[config.mk]
export PLATFORM = sky130hd
export DESIGN_NAME = data_mem_lsu_flat
export DESIGN_NICKNAME = d
export VERILOG_FILES = /design/src/rtl/data_mem_lsu_if.sv /design/src/rtl/data_mem_lsu.sv /design/src/flat_wrapper.sv
export SDC_FILE = /design/constraint.sdc
export NUM_CORES = 1
export LEC_CHECK = 0
export ABC_AREA = 1
export CAP_MARGIN = 5
export CORE_UTILIZATION = 41
export DETAILED_ROUTE_END_ITERATION = 8
export GPL_TIMING_DRIVEN = 0
export PLACE_DENSITY = 0.8
export SLEW_MARGIN = 25
export SYNTH_ARGS = -nofsm -noshare
export SYNTH_HDL_FRONTEND = slang
export SYNTH_SLANG_ARGS = --single-unit
[constraint.sdc]
create_clock -name Clk -period 3.1 [get_ports Clk]
set_clock_uncertainty 0.15 [all_clocks]
set_input_delay 0.31 -clock Clk [delete_from_list [all_inputs] [get_ports Clk]]
set_output_delay 0.31 -clock Clk [all_outputs]
set_load 0.01 [all_outputs]
[src/rtl/data_mem_lsu_if.sv]
// Core/memory handshake bundle for data_mem_lsu.
// master: the LSU side (Req_Ready, Rsp_*, Mem_Req/Addr/We/Wdata out); slave: core and memory.
interface data_mem_lsu_if #(
    parameter int DATA_WIDTH = 32,
    parameter int ADDR_WIDTH = 32
);
    localparam int BYTES = DATA_WIDTH / 8;

    logic                  Req_Valid;
    logic                  Req_Ready;
    logic                  Req_Store;
    logic [2:0]            Req_Op;
    logic [ADDR_WIDTH-1:0] Req_Addr;
    logic [DATA_WIDTH-1:0] Req_Wdata;
    logic                  Rsp_Valid;
    logic [DATA_WIDTH-1:0] Rsp_Rdata;
    logic                  Rsp_Fault;
    logic                  Mem_Req;
    logic [ADDR_WIDTH-1:0] Mem_Addr;
    logic [BYTES-1:0]      Mem_We;
    logic [DATA_WIDTH-1:0] Mem_Wdata;
    logic                  Mem_Ack;
    logic [DATA_WIDTH-1:0] Mem_Rdata;

    modport master (
        input  Req_Valid, Req_Store, Req_Op, Req_Addr, Req_Wdata,
        input  Mem_Ack, Mem_Rdata,
        output Req_Ready, Rsp_Valid, Rsp_Rdata, Rsp_Fault,
        output Mem_Req, Mem_Addr, Mem_We, Mem_Wdata
    );

    modport slave (
        output Req_Valid, Req_Store, Req_Op, Req_Addr, Req_Wdata,
        output Mem_Ack, Mem_Rdata,
        input  Req_Ready, Rsp_Valid, Rsp_Rdata, Rsp_Fault,
        input  Mem_Req, Mem_Addr, Mem_We, Mem_Wdata
    );
endinterface

[src/rtl/data_mem_lsu.sv]
// Multi-cycle load/store unit: core valid/ready in, word memory req/ack out.
// Ports: Clk, Reset_N (async low), bus (data_mem_lsu_if.master). Option: MISALIGNED_SPLIT_EN.
module data_mem_lsu #(
    parameter int DATA_WIDTH = 32,
    parameter int ADDR_WIDTH = 32
) (
    input logic            Clk,
    input logic            Reset_N,
    data_mem_lsu_if.master bus
);
    localparam int BYTES = DATA_WIDTH / 8;
    localparam int OFF   = $clog2(BYTES);
`ifdef MISALIGNED_SPLIT_EN
    localparam int LW    = 2 * BYTES;
`else
    localparam int LW    = BYTES;
`endif

    localparam logic [1:0] S_IDLE  = 2'd0;
    localparam logic [1:0] S_BEAT0 = 2'd1;
`ifdef MISALIGNED_SPLIT_EN
    localparam logic [1:0] S_BEAT1 = 2'd2;
`endif
    localparam logic [1:0] S_RESP  = 2'd3;

    logic [1:0]            r_state;
    logic [2:0]            r_op;
    logic                  r_store;
    logic [OFF-1:0]        r_off;
    logic                  r_mem_req;
    logic [ADDR_WIDTH-1:0] r_mem_addr;
    logic [BYTES-1:0]      r_mem_we;
    logic [DATA_WIDTH-1:0] r_mem_wdata;
    logic [DATA_WIDTH-1:0] r_rsp_rdata;
    logic                  r_rsp_fault;
`ifdef MISALIGNED_SPLIT_EN
    logic                  r_split;
    logic [BYTES-1:0]      r_we1;
    logic [DATA_WIDTH-1:0] r_wd1;
    logic [DATA_WIDTH-1:0] r_word0;
`endif

    logic [OFF-1:0]        w_off;
    logic [15:0]           w_ones;
    logic [2:0]            w_amask;
    logic [LW-1:0]         w_be;
    logic [LW*8-1:0]       w_wd;
    logic [LW*8-1:0]       w_rd;
    logic [DATA_WIDTH-1:0] w_sh;
    logic [DATA_WIDTH-1:0] w_load;
    logic                  w_misal;
    logic                  w_illegal;

    function automatic logic [63:0] f_ext(input logic [DATA_WIDTH-1:0] w,
                                          input logic [2:0] op);
        logic [63:0] v;
        logic        s;
        v = 64'(w);
        s = ~op[2];
        unique case (op[1:0])
            2'd0:    f_ext = {{56{s & v[7]}}, v[7:0]};
            2'd1:    f_ext = {{48{s & v[15]}}, v[15:0]};
            2'd2:    f_ext = {{32{s & v[31]}}, v[31:0]};
            default: f_ext = v;
        endcase
    endfunction

    assign w_off = bus.Req_Addr[OFF-1:0];

    always_comb begin
        w_ones  = 16'h0001;
        w_amask = 3'd0;
        unique case (bus.Req_Op[1:0])
            2'd0:    begin w_ones = 16'h0001; w_amask = 3'd0; end
            2'd1:    begin w_ones = 16'h0003; w_amask = 3'd1; end
            2'd2:    begin w_ones = 16'h000F; w_amask = 3'd3; end
            default: begin w_ones = 16'h00FF; w_amask = 3'd7; end
        endcase
    end

    // Enables/data laid out over two words; the upper word is the second beat.
    assign w_be    = w_ones[LW-1:0] << w_off;
    assign w_wd    = (LW*8)'(bus.Req_Wdata) << {w_off, 3'b000};
    assign w_misal = |(w_off & w_amask[OFF-1:0]);

    always_comb begin
        w_illegal = (bus.Req_Store && bus.Req_Op[2]) || (bus.Req_Op == 3'b111);
        if (DATA_WIDTH == 32 && (bus.Req_Op == 3'b011 || bus.Req_Op == 3'b110))
            w_illegal = 1'b1;
`ifndef MISALIGNED_SPLIT_EN
        if (w_misal)
            w_illegal = 1'b1;
`endif
    end

`ifdef MISALIGNED_SPLIT_EN
    assign w_rd = (r_state == S_BEAT1) ? {bus.Mem_Rdata, r_word0}
                                       : {{DATA_WIDTH{1'b0}}, bus.Mem_Rdata};
`else
    assign w_rd = bus.Mem_Rdata;
`endif
    assign w_sh   = DATA_WIDTH'(w_rd >> {r_off, 3'b000});
    assign w_load = r_store ? '0 : DATA_WIDTH'(f_ext(w_sh, r_op));

    always_ff @(posedge Clk or negedge Reset_N) begin
        if (!Reset_N) begin
            r_state     <= S_IDLE;
            r_op        <= '0;
            r_store     <= 1'b0;
            r_off       <= '0;
            r_mem_req   <= 1'b0;
            r_mem_addr  <= '0;
            r_mem_we    <= '0;
            r_mem_wdata <= '0;
            r_rsp_rdata <= '0;
            r_rsp_fault <= 1'b0;
`ifdef MISALIGNED_SPLIT_EN
            r_split     <= 1'b0;
            r_we1       <= '0;
            r_wd1       <= '0;
            r_word0     <= '0;
`endif
        end else begin
            unique case (r_state)
                S_IDLE: begin
                    if (bus.Req_Valid) begin
                        r_op    <= bus.Req_Op;
                        r_store <= bus.Req_Store;
                        r_off   <= w_off;
                        if (w_illegal) begin
                            r_state     <= S_RESP;
                            r_rsp_fault <= 1'b1;
                            r_rsp_rdata <= '0;
                        end else begin
                            r_state     <= S_BEAT0;
                            r_mem_req   <= 1'b1;
                            r_mem_addr  <= {bus.Req_Addr[ADDR_WIDTH-1:OFF], {OFF{1'b0}}};
                            r_mem_we    <= bus.Req_Store ? w_be[BYTES-1:0] : '0;
                            r_mem_wdata <= w_wd[DATA_WIDTH-1:0];
`ifdef MISALIGNED_SPLIT_EN
                            r_split     <= |w_be[LW-1:BYTES];
                            r_we1       <= bus.Req_Store ? w_be[LW-1:BYTES] : '0;
                            r_wd1       <= w_wd[LW*8-1:DATA_WIDTH];
`endif
                        end
                    end
                end
                S_BEAT0: begin
                    if (bus.Mem_Ack) begin
`ifdef MISALIGNED_SPLIT_EN
                        if (r_split) begin
                            r_state     <= S_BEAT1;
                            r_word0     <= bus.Mem_Rdata;
                            r_mem_addr  <= r_mem_addr + ADDR_WIDTH'(BYTES);
                            r_mem_we    <= r_we1;
                            r_mem_wdata <= r_wd1;
                        end else
`endif
                        begin
                            r_state     <= S_RESP;
                            r_mem_req   <= 1'b0;
                            r_mem_we    <= '0;
                            r_rsp_fault <= 1'b0;
                            r_rsp_rdata <= w_load;
                        end
                    end
                end
`ifdef MISALIGNED_SPLIT_EN
                S_BEAT1: begin
                    if (bus.Mem_Ack) begin
                        r_state     <= S_RESP;
                        r_mem_req   <= 1'b0;
                        r_mem_we    <= '0;
                        r_rsp_fault <= 1'b0;
                        r_rsp_rdata <= w_load;
                    end
                end
`endif
                default: r_state <= S_IDLE;
            endcase
        end
    end

    assign bus.Req_Ready = (r_state == S_IDLE);
    assign bus.Rsp_Valid = (r_state == S_RESP);
    assign bus.Rsp_Rdata = r_rsp_rdata;
    assign bus.Rsp_Fault = r_rsp_fault;
    assign bus.Mem_Req   = r_mem_req;
    assign bus.Mem_Addr  = r_mem_addr;
    assign bus.Mem_We    = r_mem_we;
    assign bus.Mem_Wdata = r_mem_wdata;
endmodule

[src/flat_wrapper.sv]
// flat-port wrapper written by rule: the top's interface ports become plain ports
module data_mem_lsu_flat 
#(
    parameter int DATA_WIDTH = 32,
    parameter int ADDR_WIDTH = 32
)
  (Clk, Reset_N, bus_Req_Valid, bus_Req_Store, bus_Req_Op, bus_Req_Addr, bus_Req_Wdata, bus_Mem_Ack, bus_Mem_Rdata, bus_Req_Ready, bus_Rsp_Valid, bus_Rsp_Rdata, bus_Rsp_Fault, bus_Mem_Req, bus_Mem_Addr, bus_Mem_We, bus_Mem_Wdata);
  data_mem_lsu_if #(.DATA_WIDTH(DATA_WIDTH), .ADDR_WIDTH(ADDR_WIDTH)) bus_i ();
  input logic Clk;
  input logic Reset_N;
  input wire logic [$bits(bus_i.Req_Valid)-1:0] bus_Req_Valid;
  input wire logic [$bits(bus_i.Req_Store)-1:0] bus_Req_Store;
  input wire logic [$bits(bus_i.Req_Op)-1:0] bus_Req_Op;
  input wire logic [$bits(bus_i.Req_Addr)-1:0] bus_Req_Addr;
  input wire logic [$bits(bus_i.Req_Wdata)-1:0] bus_Req_Wdata;
  input wire logic [$bits(bus_i.Mem_Ack)-1:0] bus_Mem_Ack;
  input wire logic [$bits(bus_i.Mem_Rdata)-1:0] bus_Mem_Rdata;
  output wire logic [$bits(bus_i.Req_Ready)-1:0] bus_Req_Ready;
  output wire logic [$bits(bus_i.Rsp_Valid)-1:0] bus_Rsp_Valid;
  output wire logic [$bits(bus_i.Rsp_Rdata)-1:0] bus_Rsp_Rdata;
  output wire logic [$bits(bus_i.Rsp_Fault)-1:0] bus_Rsp_Fault;
  output wire logic [$bits(bus_i.Mem_Req)-1:0] bus_Mem_Req;
  output wire logic [$bits(bus_i.Mem_Addr)-1:0] bus_Mem_Addr;
  output wire logic [$bits(bus_i.Mem_We)-1:0] bus_Mem_We;
  output wire logic [$bits(bus_i.Mem_Wdata)-1:0] bus_Mem_Wdata;
  assign bus_i.Req_Valid = bus_Req_Valid;
  assign bus_i.Req_Store = bus_Req_Store;
  assign bus_i.Req_Op = bus_Req_Op;
  assign bus_i.Req_Addr = bus_Req_Addr;
  assign bus_i.Req_Wdata = bus_Req_Wdata;
  assign bus_i.Mem_Ack = bus_Mem_Ack;
  assign bus_i.Mem_Rdata = bus_Mem_Rdata;
  assign bus_Req_Ready = bus_i.Req_Ready;
  assign bus_Rsp_Valid = bus_i.Rsp_Valid;
  assign bus_Rsp_Rdata = bus_i.Rsp_Rdata;
  assign bus_Rsp_Fault = bus_i.Rsp_Fault;
  assign bus_Mem_Req = bus_i.Mem_Req;
  assign bus_Mem_Addr = bus_i.Mem_Addr;
  assign bus_Mem_We = bus_i.Mem_We;
  assign bus_Mem_Wdata = bus_i.Mem_Wdata;
  data_mem_lsu #(.DATA_WIDTH(DATA_WIDTH), .ADDR_WIDTH(ADDR_WIDTH)) u_core (.Clk(Clk), .Reset_N(Reset_N), .bus(bus_i));
endmodule
==> summary.md <==
| Metric | Value |
|---|---|
| FILL cells | 1,225 |
| Synth Area per Inst | around 7.3 um^2 |
| Design Area, Final | 8277 um^2 |
| Multi-input gate area | ~2500 um^2 |
| CP arrival | around 1.6 ns |
| Routability-driven placement congestion ratio | 0.9387 |
| Post-Synth XOR/XNOR Area | 0% |
| Final net count | ~1,100 |
| CTS tree | done |
| Critical Path End Type | output port |
| Avg WL per Cell | between 15 and 20 um |
| Total number of vias | around 5,800 |
| Post-synth EDFFs | 0 |
| Placeable Area | roughly 13,000 um^2 |
| Grt total ovfl | 0 |
| Worst hold path class | input pin to register |
| GRT Overall Usage | 26.08% |
| Synth Area in Compound Gates | roughly 6.1% |
| Setup crit start kind | register |
| Syn-to-layout area delta | 46.58% |
| Gate Count Post-Synth | around 770 |
| Ys async rst share | 100.0% |
| Min Clock Period, post-route | just over 2 ns |
| Width of the die | about 120 um |
| Initial Util | a little over two fifths |
| Leakage | between 4 and 5 nW |
| Critical path type | register to output port |
| Reg2reg setup slack | 1.42 ns |
| Clock tree root driver cell | clkbuf_16 |
| Die Span Y | ~120 um |
| Clock slew at reported path FFs | 0.08 ns |
| Peak supply drop | between 400 and 500 uV |
| Initial antenna violation count | 1 |
| Cts bufs inserted | 9 |
| Post-Syn Area | 5647 um^2 |
| Largest net degree at the start of global routing | 65 |
| Total power | roughly 7.4 mW |
| Syn. warnings | 0 |
| Status | finished, final reports clean |
| Post-synth top area share | a little under half |
| Max Cap Viol | 0 |
| Max Buffers Root-to-Sink | 2 |
| Setup TNS | 0 ns |
| Register area | around 2700 um^2 |
| H-tree depth | 3 |
| Placed Area | between 7000 and 8000 um^2 |
| Final setup vio count | 0 |
| CP Max Fanout | 5 |
| Post-synthesis mux area share | 0.1994% |
| Post-Route WL | between 15,000 and 20,000 um |
| TritonCTS Sinks | 108 |
| Post-Synth Simple-Gate Area | between 30% and 40% |
| Highest Signal Layer | met4 |
| Final hold vios | 0 |
| Worst Tran Pin Value | 0.5650 ns |
| Buffers on Ports | 204 |
| P per Cell Area | around 890 nW/um^2 |
| Die ar. | roughly 14,000 um^2 |
| First-pass GRT wire length | roughly 29,000 um |
| Met2 WL | around 8400 um |
| Post-CTS setup buffers | 0 |
| Hpwl dp | between 10,000 and 15,000 um |
| Number of nets with antenna violations after routing | 0 |
| Post-synthesis sequential area ratio | roughly 48% |
| Max Clock Freq | 0.4908 GHz |
| RSZ-0062 raised after global routing | no |
| Adder-Cell Fraction of Synth Area | 0% |
| Post-synth top cells | 399 x nand2_1, 108 x dfrtp_1, 60 x nand3_1 |
| Top post-synthesis cells by area | dfrtp_1 48%, nand2_1 27%, nand3_1 5.3%, o21ai_0 3.2%, nor2_1 2.6% |
| Layout cells sized above 1 | roughly 8.2% |
| Synthesis-stage register bit count | about 110 |
| M1 WL | about 7300 um |
| Number of remaining DRC errors | 0 |
| Initial DRT Pass Iterations | 5 |
| Slew Viols, Final | 0 |
| Largest family of logic cells by synthesized area | simple AND/OR/NAND/NOR gates |
| Number of I/O pins | between 200 and 250 |
| Synth unique cells | 31 |
| Met3 WL | 1763 um |
| Via count of the first global-routing pass | ~5,600 |
| Crit path required time | 2.64 ns |
| Initial drt markers | approximately 440 |
| Std cell rows | 42 |
| Top-count cell post-synth | nand2_1 |
| Area leader, netlist | dfrtp_1 |
| Fin crit share | around two thirds |
| Slew headroom | 62.33% |
| Top_reg_cell synth | dfrtp_1 |
| Vias per cell | around 5 |
| Clk Latency, worst-skew pair | 0.36 ns |
| Core Util, Final | 62.01% |
==> critical path, cell delays in order (launching register included) <==
cell             delay, ns
dfrtp_1               0.42
nor2_4                0.21
clkdlybuf4s50_1       0.59
==> power breakdown <==
part           switching [mW]  internal (mW)  total [mW]
Sequential              0.377           2.01        2.39
Combinational            1.92           1.79        3.71
Clock                   0.562          0.717        1.28
Total                    2.86           4.52        7.38
==> flip-flops by register name (all words and copies together), names as in the netlist <==
name                  count
u_core.bus.Rsp_Rdata     32
u_core.r_store            1
u_core.r_off              2
u_core.bus.Mem_Addr      30
u_core.bus.Mem_We         4
u_core.bus.Mem_Req        1
u_core.r_state            2
u_core.r_op               3
u_core.bus.Mem_Wdata     32
u_core.bus.Rsp_Fault      1
==> per-layer routing <==
| layer | global-route usage [%] | vias up |
|---|---|---|
| met5 | 0 | - |
| met3 | 8.573 | 34 |
| met1 | 32.18 | 2612 |
| met2 | 42.30 | 267 |
| li1 | - | 2849 |
| met4 | 9.922 | 0 |
==> area by class of cell <==
type	count	share of cell area, %
sequential	108	32.65
multi-input combinational	589	30.76
timing repair buffer	206	25.14
buffer	47	3.492
clock buffer	10	2.766
tap	176	2.661
inverter	30	1.361
clock inverter	6	1.134
antenna	1	0.03023
==> cell usage in the layout (no fill, tap or decap), types with 2 or more instances in the layout <==
master,netlist,routed
dfrtp_1,108,108
nand2_2,3,3
or2_2,8,8
clkbuf_16,0,9
o21ai_0,36,36
nand2_1,399,399
nand2_4,2,2
buf_6,6,7
a31oi_1,8,8
clkbuf_1,10,11
buf_2,18,18
nor2_4,3,3
inv_1,24,24
inv_2,5,5
conb_1,1,2
nor3_1,3,3
nand3_4,2,2
o31ai_1,7,7
buf_4,12,12
clkdlybuf4s50_1,0,203
bufinv_16,0,2
nand3_1,60,60
nor2_1,39,39
a21oi_1,9,9
inv_6,0,2
==> metrics by stage <==
stage / hold slack, ns / cells / setup WS (ns)
finish: 0.1579 / 1173 / 1.062
global route: 0.1652 / 1173 / 0.9938
CTS: 0.1600 / 1172 / 1.036
detailed placement: 0.1159 / 1155 / 1.022
global placement: 0.3072 / 1154 / -2.570
floorplan: -0.1356 / 774 / 1.641
==> cells by family after synthesis <==
kind of cell	Yosys count
AO/OA/AOI/OAI	62
flip-flops	108
other	1
multiplexers	1
AND/OR/NAND/NOR	524
buffers and inverters	77
==> repair_timing <==
action,4_1_cts,5_1_grt
hold endpoints to repair,44,0
resized for setup,0,0
endpoints found under the setup margin,0,0
hold buffers,1,0
==> final timing paths <==
path / start / to / cells after the start
max: u_core.r_state[1]$_DFFE_PN0P_ / bus_Req_Ready / 2
min: bus_Req_Addr[0] / u_core.bus.Mem_We[0]$_DFFE_PN0P_ / 4
max reg2reg: u_core.r_op[1]$_DFFE_PN0P_ / u_core.bus.Rsp_Rdata[17]$_DFFE_PN0P_ / 8
min reg2reg: u_core.bus.Rsp_Rdata[28]$_DFFE_PN0P_ / u_core.bus.Rsp_Rdata[28]$_DFFE_PN0P_ / 2
max in group asynchronous: Reset_N / u_core.bus.Mem_Wdata[1]$_DFFE_PN0P_ / 3
min in group asynchronous: Reset_N / u_core.bus.Rsp_Rdata[17]$_DFFE_PN0P_ / 2
Power figures use the tool's default switching activity.
